**config.mk**
```make
export PLATFORM = sky130hd
export DESIGN_NAME = cmp20_e
export DESIGN_NICKNAME = d
export VERILOG_FILES = /design/src/rtl/cmp20_e.sv
export SDC_FILE = /design/constraint.sdc
export NUM_CORES = 1
export LEC_CHECK = 0
export BUFFER_PORTS_ARGS = -buffer_cell sky130_fd_sc_hd__buf_2
export CAP_MARGIN = 0
export CORE_AREA = 2 2 39 41
export CTS_CLUSTER_DIAMETER = 80
export DETAILED_ROUTE_END_ITERATION = 10
export DIE_AREA = 0 0 41 43
export PLACE_DENSITY = 0.68
export RECOVER_POWER = 100
export SLEW_MARGIN = 10
export SYNTH_ARGS = -nofsm -noshare
export SYNTH_HDL_FRONTEND = slang
export SYNTH_SLANG_ARGS = --single-unit
export TNS_END_PERCENT = 50
```
**constraint.sdc**
```tcl
create_clock -name clk -period 0.95 [get_ports clk]
set_clock_uncertainty 0.2 [all_clocks]
set_input_delay 0.0475 -clock clk [delete_from_list [all_inputs] [get_ports clk]]
set_output_delay 0.0475 -clock clk [all_outputs]
set_load 0.005 [all_outputs]
```
**src/rtl/cmp20_e.sv**
```systemverilog
// 20-bit equality comparator: comb a_eql_b/nib_eq (0 cycles), a_eql_b_q 1 cycle, no backpressure.
// Optional compare-ignore mask input under CMP20_E_MASK_EN.
module cmp20_e (
   input  logic        clk,
   input  logic        reset_l,
   input  logic [19:0] ai,
   input  logic [19:0] bi,
   input  logic        en,
`ifdef CMP20_E_MASK_EN
   input  logic [19:0] mask,
`endif
   output logic        a_eql_b,
   output logic [4:0]  nib_eq,
   output logic        a_eql_b_q
);

   logic [19:0] w_eq;
   logic        r_a_eql_b_q;

   // XNOR keeps X on unknown operand bits; a masked bit is forced to match.
`ifdef CMP20_E_MASK_EN
   assign w_eq = ~(ai ^ bi) | mask;
`else
   assign w_eq = ~(ai ^ bi);
`endif

   always_comb begin
      nib_eq = 5'b00000;
      for (int k = 0; k < 5; k++) begin
         nib_eq[k] = &w_eq[4*k +: 4];
      end
   end

   assign a_eql_b = &nib_eq;

   always_ff @(posedge clk or negedge reset_l) begin
      if (!reset_l) begin
         r_a_eql_b_q <= 1'b0;
      end else if (en) begin
         r_a_eql_b_q <= a_eql_b;
      end
   end

   assign a_eql_b_q = r_a_eql_b_q;

endmodule

```
==> flow_results.xml, run 1 <==
<?xml version="1.0" encoding="UTF-8"?>
<metrics>
  <group name="drt">
    <metric name="router_iterations_before_antenna_repair" unit="">2</metric>
    <metric name="wl" unit="um">848</metric>
    <metric name="drt_iter0_drc" unit="">3</metric>
    <metric name="wl_per_cell" unit="um">8.57</metric>
    <metric name="drt_drc_violations_left" unit="">0</metric>
    <metric name="route.vias.total" unit="">421</metric>
    <metric name="postRouteAntennaNets" unit="">0</metric>
    <metric name="viasPerCell" unit="">4.25</metric>
  </group>
  <group name="synthesis">
    <metric name="synth.avg_cell_area" unit="sq um">9.27</metric>
    <metric name="seq_area_frac_synth" unit="">0.0844</metric>
    <metric name="post_synth_num_cell_types" unit="">8</metric>
    <metric name="syn_nets" unit="">75</metric>
    <metric name="synth_compound_gate_area_share" unit="">0.0422</metric>
    <metric name="post_synthesis_mux_area_share" unit="">0</metric>
    <metric name="synth_simple_gate_area_share" unit="">0.270</metric>
    <metric name="number_of_warnings_issued_by_yosys" unit="">0</metric>
    <metric name="synth_area" unit="sq um">297</metric>
    <metric name="yosys.area_share.adder" unit="">0</metric>
    <metric name="postSynthCellCount" unit="">32</metric>
    <metric name="ffs_latches_synth" unit="">1</metric>
    <metric name="yosys.area_share.xor_xnor" unit="">0.591</metric>
    <metric name="synth_top_family_by_area" unit="">XOR/XNOR gates</metric>
  </group>
  <group name="placement">
    <metric name="gp_congestion" unit="">0.636</metric>
    <metric name="dp_cells" unit="">97</metric>
    <metric name="hpwlAfterDp" unit="um">773</metric>
    <metric name="pre_cts_ws" unit="ns">-0.336</metric>
    <metric name="place.port_buffers" unit="">49</metric>
  </group>
  <group name="global_routing">
    <metric name="grt_first_pass_wirelength" unit="mm">1.24</metric>
    <metric name="global_route.overflow_total" unit="">0</metric>
    <metric name="antenna_found_initial" unit="">0</metric>
    <metric name="grt_start_max_net_pins" unit="">4</metric>
    <metric name="number_of_global_route_vias_before_repair" unit="">398</metric>
    <metric name="track_usage" unit="">0.0939</metric>
  </group>
  <group name="setup_path">
    <metric name="cp_cell_sequence" unit="">buf_2 &gt; xor2_1 &gt; nor4_2 &gt; nand3_1 &gt; nor2_1 &gt; buf_2</metric>
    <metric name="crit_path_top_delay_cell" unit="">nor4_2</metric>
    <metric name="worst_ep_arrival_time" unit="ns">0.99</metric>
    <metric name="critPathTopFamily" unit="">simple AND/OR/NAND/NOR gates</metric>
    <metric name="worstPathRequired" unit="ns">0.70</metric>
    <metric name="crit_top_cell" unit="">buf_2</metric>
    <metric name="critPathLaunchType" unit="">input port</metric>
    <metric name="delay_contributed_by_the_slowest_stage_of_the_critical_path" unit="ns">0.30</metric>
    <metric name="r2r_end" unit="">a_eql_b_q</metric>
    <metric name="ff_to_ff_path_depth" unit="">2</metric>
    <metric name="critical_path.reg2reg.startpoint" unit="">a_eql_b_q</metric>
    <metric name="worstPathBufferInverterCount" unit="">2</metric>
    <metric name="worst-path-max-fanout" unit="">2</metric>
    <metric name="critPathCaptureType" unit="">output pin</metric>
    <metric name="timing_worst_setup_path_type" unit="">in -&gt; out</metric>
    <metric name="ff2ff_setup_slack" unit="ns">0.14</metric>
  </group>
  <group name="power_and_ir_drop">
    <metric name="total_leakage_power" unit="uW">0.000327</metric>
    <metric name="cellPowerDensity" unit="nW/um^2">436</metric>
    <metric name="vdd_drop_max" unit="mV">0.189</metric>
  </group>
  <group name="cells_and_area">
    <metric name="largest_register_ff_count" unit="">1</metric>
    <metric name="drive_gt1_frac" unit="">0.675</metric>
    <metric name="final_cell_count_no_fill" unit="">99</metric>
    <metric name="syn2layout_area_growth" unit="%">111</metric>
    <metric name="diode_insertion_count_for_antenna_repair" unit="">0</metric>
    <metric name="nFillCells" unit="">139</metric>
    <metric name="finalNetCount" unit="">128</metric>
  </group>
  <group name="min_path">
    <metric name="hold_path_end" unit="">a_eql_b_q</metric>
    <metric name="worst_hold_startpoint" unit="">en</metric>
    <metric name="min_path_type" unit="">in -&gt; reg</metric>
    <metric name="hold-path-cell-count" unit="">2</metric>
  </group>
  <group name="floorplanning">
    <metric name="die_x" unit="um">41</metric>
    <metric name="num_io_pins" unit="">50</metric>
    <metric name="die_h" unit="um">43</metric>
    <metric name="initial_core_util" unit="">0.214</metric>
    <metric name="die-area" unit="sq um">1760</metric>
    <metric name="core_area" unit="sq um">1380</metric>
    <metric name="row_count" unit="">14</metric>
  </group>
  <group name="sta">
    <metric name="setup_ws" unit="ns">-0.287</metric>
    <metric name="max_slew.worst_pin.slew" unit="ns">0.290</metric>
    <metric name="setup_violations" unit="">7</metric>
    <metric name="rsz_0062_raised_after_global_routing" unit="">true</metric>
    <metric name="max_transition_margin" unit="">0.805</metric>
    <metric name="hold_violations" unit="">0</metric>
    <metric name="fin_hold_ws" unit="ns">0.0594</metric>
    <metric name="finalWorstPathRequiredPeriod" unit="ns">1.24</metric>
    <metric name="fmaxAchievable" unit="GHz">0.808</metric>
    <metric name="final_slew_viol_count" unit="">0</metric>
    <metric name="finalCritPeriodShare" unit="">1.30</metric>
  </group>
  <group name="run_status">
    <metric name="outcome" unit="">finished with violations</metric>
    <metric name="violations" unit="">negative setup slack</metric>
  </group>
  <group name="run">
    <metric name="max_cap_viol_count" unit="">0</metric>
  </group>
  <group name="clock_network">
    <metric name="clk-insertion-delay-late" unit="ns">0</metric>
    <metric name="worst_setup_hold_path_clk_slew" unit="ns">0</metric>
  </group>
</metrics>
==> placed cells by master (no fill, tap or decap) <==
cell,n
buf_2,43
xor2_1,19
buf_6,5
nor4_2,4
nand3_1,2
xor2_2,1
nor4_4,1
nand2_1,1
nor2_1,1
inv_1,1
o22ai_2,1
dfrtp_1,1
dlygate4sd3_1,1
clkbuf_1,1
buf_4,1
==> metal layers <==
layer / global-route usage / vias to the layer above / share of wire
met2: 0.219 / 32 / 0.54
met4: 0 / 0 / 0
li1: - / 212 / -
met3: 0 / 0 / 0.16
met1: 0.0759 / 177 / 0.30
met5: 0 / - / 0
==> report_power, final <==
| part | leakage [uW] | internal, uW | switching [uW] |
|---|---|---|---|
| sequential | 0.0000140 | 43.4 | 0.0000776 |
| clock | 0 | 0 | 0 |
| combinational | 0.000313 | 133 | 96.9 |
| total | 0.000327 | 176 | 96.9 |
==> Yosys cell counts <==
cell type	count	area [sq um]
dfrtp_1	1	25.0
inv_1	1	3.75
nand2_1	1	3.75
nand3_1	2	10.0
nor2_1	1	3.75
nor4_2	5	62.6
o22ai_2	1	12.5
xor2_1	20	175
==> repair_timing <==
item / in CTS / in global routing
hold buffers: 1 / 0
pin swaps: 7 / 1
endpoints found under the hold margin: 1 / 0
cloned: 0 / 0
resized for setup: 7 / 0
endpoints found under the setup margin: 7 / 7
buffers inserted: 1 / 0
==> layout make-up <==
type / instances / area, sq um / share of cell area
timing repair buffer: 51 / 293 / 0.468
sequential: 1 / 25.0 / 0.0400
tap: 16 / 20.0 / 0.0320
multi-input combinational: 30 / 284 / 0.454
inverter: 1 / 3.75 / 0.00600
==> worst register-to-register path, cell delays in order (launching register included) <==
cell and delay [ns]:
dfrtp_1 0.35, inv_1 0.06, o22ai_2 0.07
==> how the worst max path moves through the flow <==
stage | startpoint | end | slack, ns | cells after the start
floorplan | bi[13] | a_eql_b_q | -0.12 | 4
global route | ai[9] | a_eql_b | -0.40 | 6
detailed placement | bi[9] | a_eql_b | -0.34 | 6
CTS | ai[9] | a_eql_b | -0.32 | 6
finish | bi[1] | a_eql_b | -0.29 | 6
global placement | bi[9] | a_eql_b | -0.32 | 6
==> cells by family after synthesis <==
group	after synthesis
xor+xnor	20
flops	1
simple gates	9
buf+inv	1
compound gates	1
==> stage by stage <==
step	util	cell area (sq um)	TNS, ns	power [uW]
2_1_floorplan	-	297	-0.225	128
3_3_place_gp	0.406	562	-1.10	239
3_5_place_dp	0.406	562	-1.17	244
4_1_cts	0.453	627	-1.10	275
5_1_grt	0.452	626	-1.49	295
6_report	0.452	626	-0.991	273
(Power assumes the default switching activity.)
==> run 2, diff against run 1 <==
--- a/config.mk
+++ b/config.mk
@@ -13,6 +13,7 @@
 export DIE_AREA = 0 0 41 43
 export PLACE_DENSITY = 0.68
 export RECOVER_POWER = 100
+export SETUP_SLACK_MARGIN = 0.1
 export SLEW_MARGIN = 10
 export SYNTH_ARGS = -nofsm -noshare
 export SYNTH_HDL_FRONTEND = slang
==> constraint.sdc (replaced) <==
create_clock -name clk -period 0.95 [get_ports clk]
set_clock_uncertainty 0.2 [all_clocks]
set_input_delay 0.0475 -clock clk [delete_from_list [all_inputs] [get_ports clk]]
set_output_delay 0.0475 -clock clk [all_outputs]
set_load 0.01 [all_outputs]
==> flow_results.xml, run 2 (synthesis gave the netlist of run 1 again) <==
<?xml version="1.0" encoding="UTF-8"?>
<metrics>
  <group name="run_status">
    <metric name="outcome" unit="">finished with violations</metric>
    <metric name="violations" unit="">negative setup slack</metric>
  </group>
  <group name="cells_and_area">
    <metric name="area_of_the_multi_input_gates" unit="sq um">332</metric>
    <metric name="drive_gt1_frac" unit="">0.735</metric>
    <metric name="largest_register_ff_count" unit="">1</metric>
    <metric name="mostFrequentLayoutCell" unit="">buf_2</metric>
    <metric name="nFillCells" unit="">140</metric>
    <metric name="final_cell_mix" unit="">42 x buf_2, 16 x xor2_1, 5 x buf_6, 4 x xor2_2, 3 x nor4_4</metric>
    <metric name="utilization" unit="">0.488</metric>
    <metric name="diode_insertion_count_for_antenna_repair" unit="">0</metric>
    <metric name="syn2layout_area_growth" unit="%">128</metric>
    <metric name="area.sequential" unit="sq um">25.0</metric>
    <metric name="finalNetCount" unit="">128</metric>
  </group>
  <group name="sta">
    <metric name="setup_violations" unit="">7</metric>
    <metric name="finalCritPeriodShare" unit="">1.35</metric>
    <metric name="final.setup.tns" unit="ns">-1.24</metric>
    <metric name="rsz_0062_raised_after_global_routing" unit="">true</metric>
    <metric name="max_transition_margin" unit="">0.811</metric>
    <metric name="max_slew.worst_pin.slew" unit="ns">0.281</metric>
    <metric name="fin_hold_ws" unit="ns">0.0547</metric>
    <metric name="setup_ws" unit="ns">-0.331</metric>
    <metric name="final_slew_viol_count" unit="">0</metric>
    <metric name="finalWorstPathRequiredPeriod" unit="ns">1.28</metric>
    <metric name="fmaxAchievable" unit="GHz">0.781</metric>
    <metric name="hold_violations" unit="">0</metric>
  </group>
  <group name="global_routing">
    <metric name="track_usage" unit="">0.0980</metric>
    <metric name="antenna_found_initial" unit="">0</metric>
    <metric name="global_route.overflow_total" unit="">0</metric>
    <metric name="number_of_global_route_vias_before_repair" unit="">388</metric>
    <metric name="grt_start_max_net_pins" unit="">4</metric>
    <metric name="grt_first_pass_wirelength" unit="mm">1.28</metric>
  </group>
  <group name="min_path">
    <metric name="min_path_type" unit="">in -&gt; reg</metric>
    <metric name="hold-path-cell-count" unit="">2</metric>
    <metric name="hold_path_end" unit="">a_eql_b_q</metric>
    <metric name="worst_hold_startpoint" unit="">en</metric>
  </group>
  <group name="drt">
    <metric name="met1Wirelength" unit="um">242</metric>
    <metric name="route.met3.wl" unit="um">85</metric>
    <metric name="top_layer" unit="">met3</metric>
    <metric name="drt_iter0_drc" unit="">0</metric>
    <metric name="viasPerCell" unit="">4.19</metric>
    <metric name="router_iterations_before_antenna_repair" unit="">1</metric>
    <metric name="drt_drc_violations_left" unit="">0</metric>
    <metric name="route.vias.total" unit="">415</metric>
    <metric name="wl_per_cell" unit="um">9.39</metric>
    <metric name="dr_wl_met2" unit="um">601</metric>
    <metric name="postRouteAntennaNets" unit="">0</metric>
    <metric name="wl" unit="um">930</metric>
  </group>
  <group name="floorplanning">
    <metric name="initial_core_util" unit="">0.214</metric>
    <metric name="num_io_pins" unit="">50</metric>
    <metric name="die-area" unit="sq um">1760</metric>
    <metric name="core_area" unit="sq um">1380</metric>
    <metric name="row_count" unit="">14</metric>
    <metric name="die_h" unit="um">43</metric>
    <metric name="die_x" unit="um">41</metric>
  </group>
  <group name="power_and_ir_drop">
    <metric name="cellPowerDensity" unit="nW/um^2">451</metric>
    <metric name="total_leakage_power" unit="uW">0.000335</metric>
    <metric name="swShare" unit="">0.391</metric>
    <metric name="p_total" unit="uW">305</metric>
    <metric name="p_switching" unit="uW">119</metric>
    <metric name="pwr-share-clk" unit="">0</metric>
    <metric name="p_int" unit="uW">186</metric>
    <metric name="vdd_drop_max" unit="mV">0.173</metric>
    <metric name="seqPwrFrac" unit="">0.142</metric>
    <metric name="p_comb_frac" unit="">0.858</metric>
  </group>
  <group name="setup_path">
    <metric name="worstPathRequired" unit="ns">0.70</metric>
    <metric name="cp-startpoint" unit="">bi[13]</metric>
    <metric name="worst-path-max-fanout" unit="">2</metric>
    <metric name="ff2ff_setup_slack" unit="ns">0.13</metric>
    <metric name="r2r_end" unit="">a_eql_b_q</metric>
    <metric name="ff_to_ff_path_depth" unit="">2</metric>
    <metric name="critPathCaptureType" unit="">output pin</metric>
    <metric name="worst_ep_arrival_time" unit="ns">1.03</metric>
    <metric name="timing_worst_setup_path_type" unit="">in -&gt; out</metric>
    <metric name="critPathLaunchType" unit="">input port</metric>
    <metric name="critical_path.reg2reg.startpoint" unit="">a_eql_b_q</metric>
  </group>
  <group name="clock_network">
    <metric name="clk-insertion-delay-late" unit="ns">0</metric>
    <metric name="worst_setup_hold_path_clk_slew" unit="ns">0</metric>
  </group>
  <group name="placement">
    <metric name="pre_cts_ws" unit="ns">-0.395</metric>
    <metric name="gp_congestion" unit="">0.586</metric>
    <metric name="hpwlAfterDp" unit="um">789</metric>
    <metric name="place.port_buffers" unit="">49</metric>
  </group>
  <group name="run">
    <metric name="max_cap_viol_count" unit="">0</metric>
  </group>
</metrics>
run 2: cell counts in the layout (fill, tap and decap cells not counted):
Identical to the previous run, type by type.
run 2: worst max-delay path by stage:
stage                    to  cells after the start
floorplan           a_eql_b                      4
global placement    a_eql_b                      6
detailed placement  a_eql_b                      6
CTS                 a_eql_b                      6
global route        a_eql_b                      6
finish              a_eql_b                      6
run 2: layout make-up:
cell class              instances  share of cell area
multi-input cells              30               0.491
repair buffers                 51               0.437
flip-flops and latches          1              0.0370
well taps                      16              0.0296
inverters                       1             0.00556
run 2: timing repair:
action | in CTS | in global routing
hold endpoints to repair | 1 | 0
buffers inserted | 0 | 1
gates resized for setup | 3 | 11
endpoints found under the setup margin | 7 | 7
hold buffers | 1 | 0
pin swaps | 5 | 6
run 2: worst max-delay path, cell delays in order:
cell and delay, ns:
buf_2 0.12, xor2_2 0.18, nor4_4 0.31, nand3_2 0.13, nor2_2 0.12, buf_2 0.13
run 2: layer usage:
layer,up-vias,track usage
met1,179,0.0730
met2,27,0.234
met5,-,0
met3,0,0
li1,209,-
met4,0,0
run 2: power by group through the flow:
stage               logic (uW)  registers (uW)  clock network, uW
floorplan                 89.0            43.4                  0
global placement           201            43.4                  0
detailed placement         206            43.4                  0
CTS                        216            43.4                  0
global route               286            43.4                  0
finish                     262            43.4                  0
run 2: through the flow:
step	std cells	area, sq um
global placement	97	564
CTS	98	593
global route	99	676
floorplan	32	299
finish	99	676
detailed placement	97	564
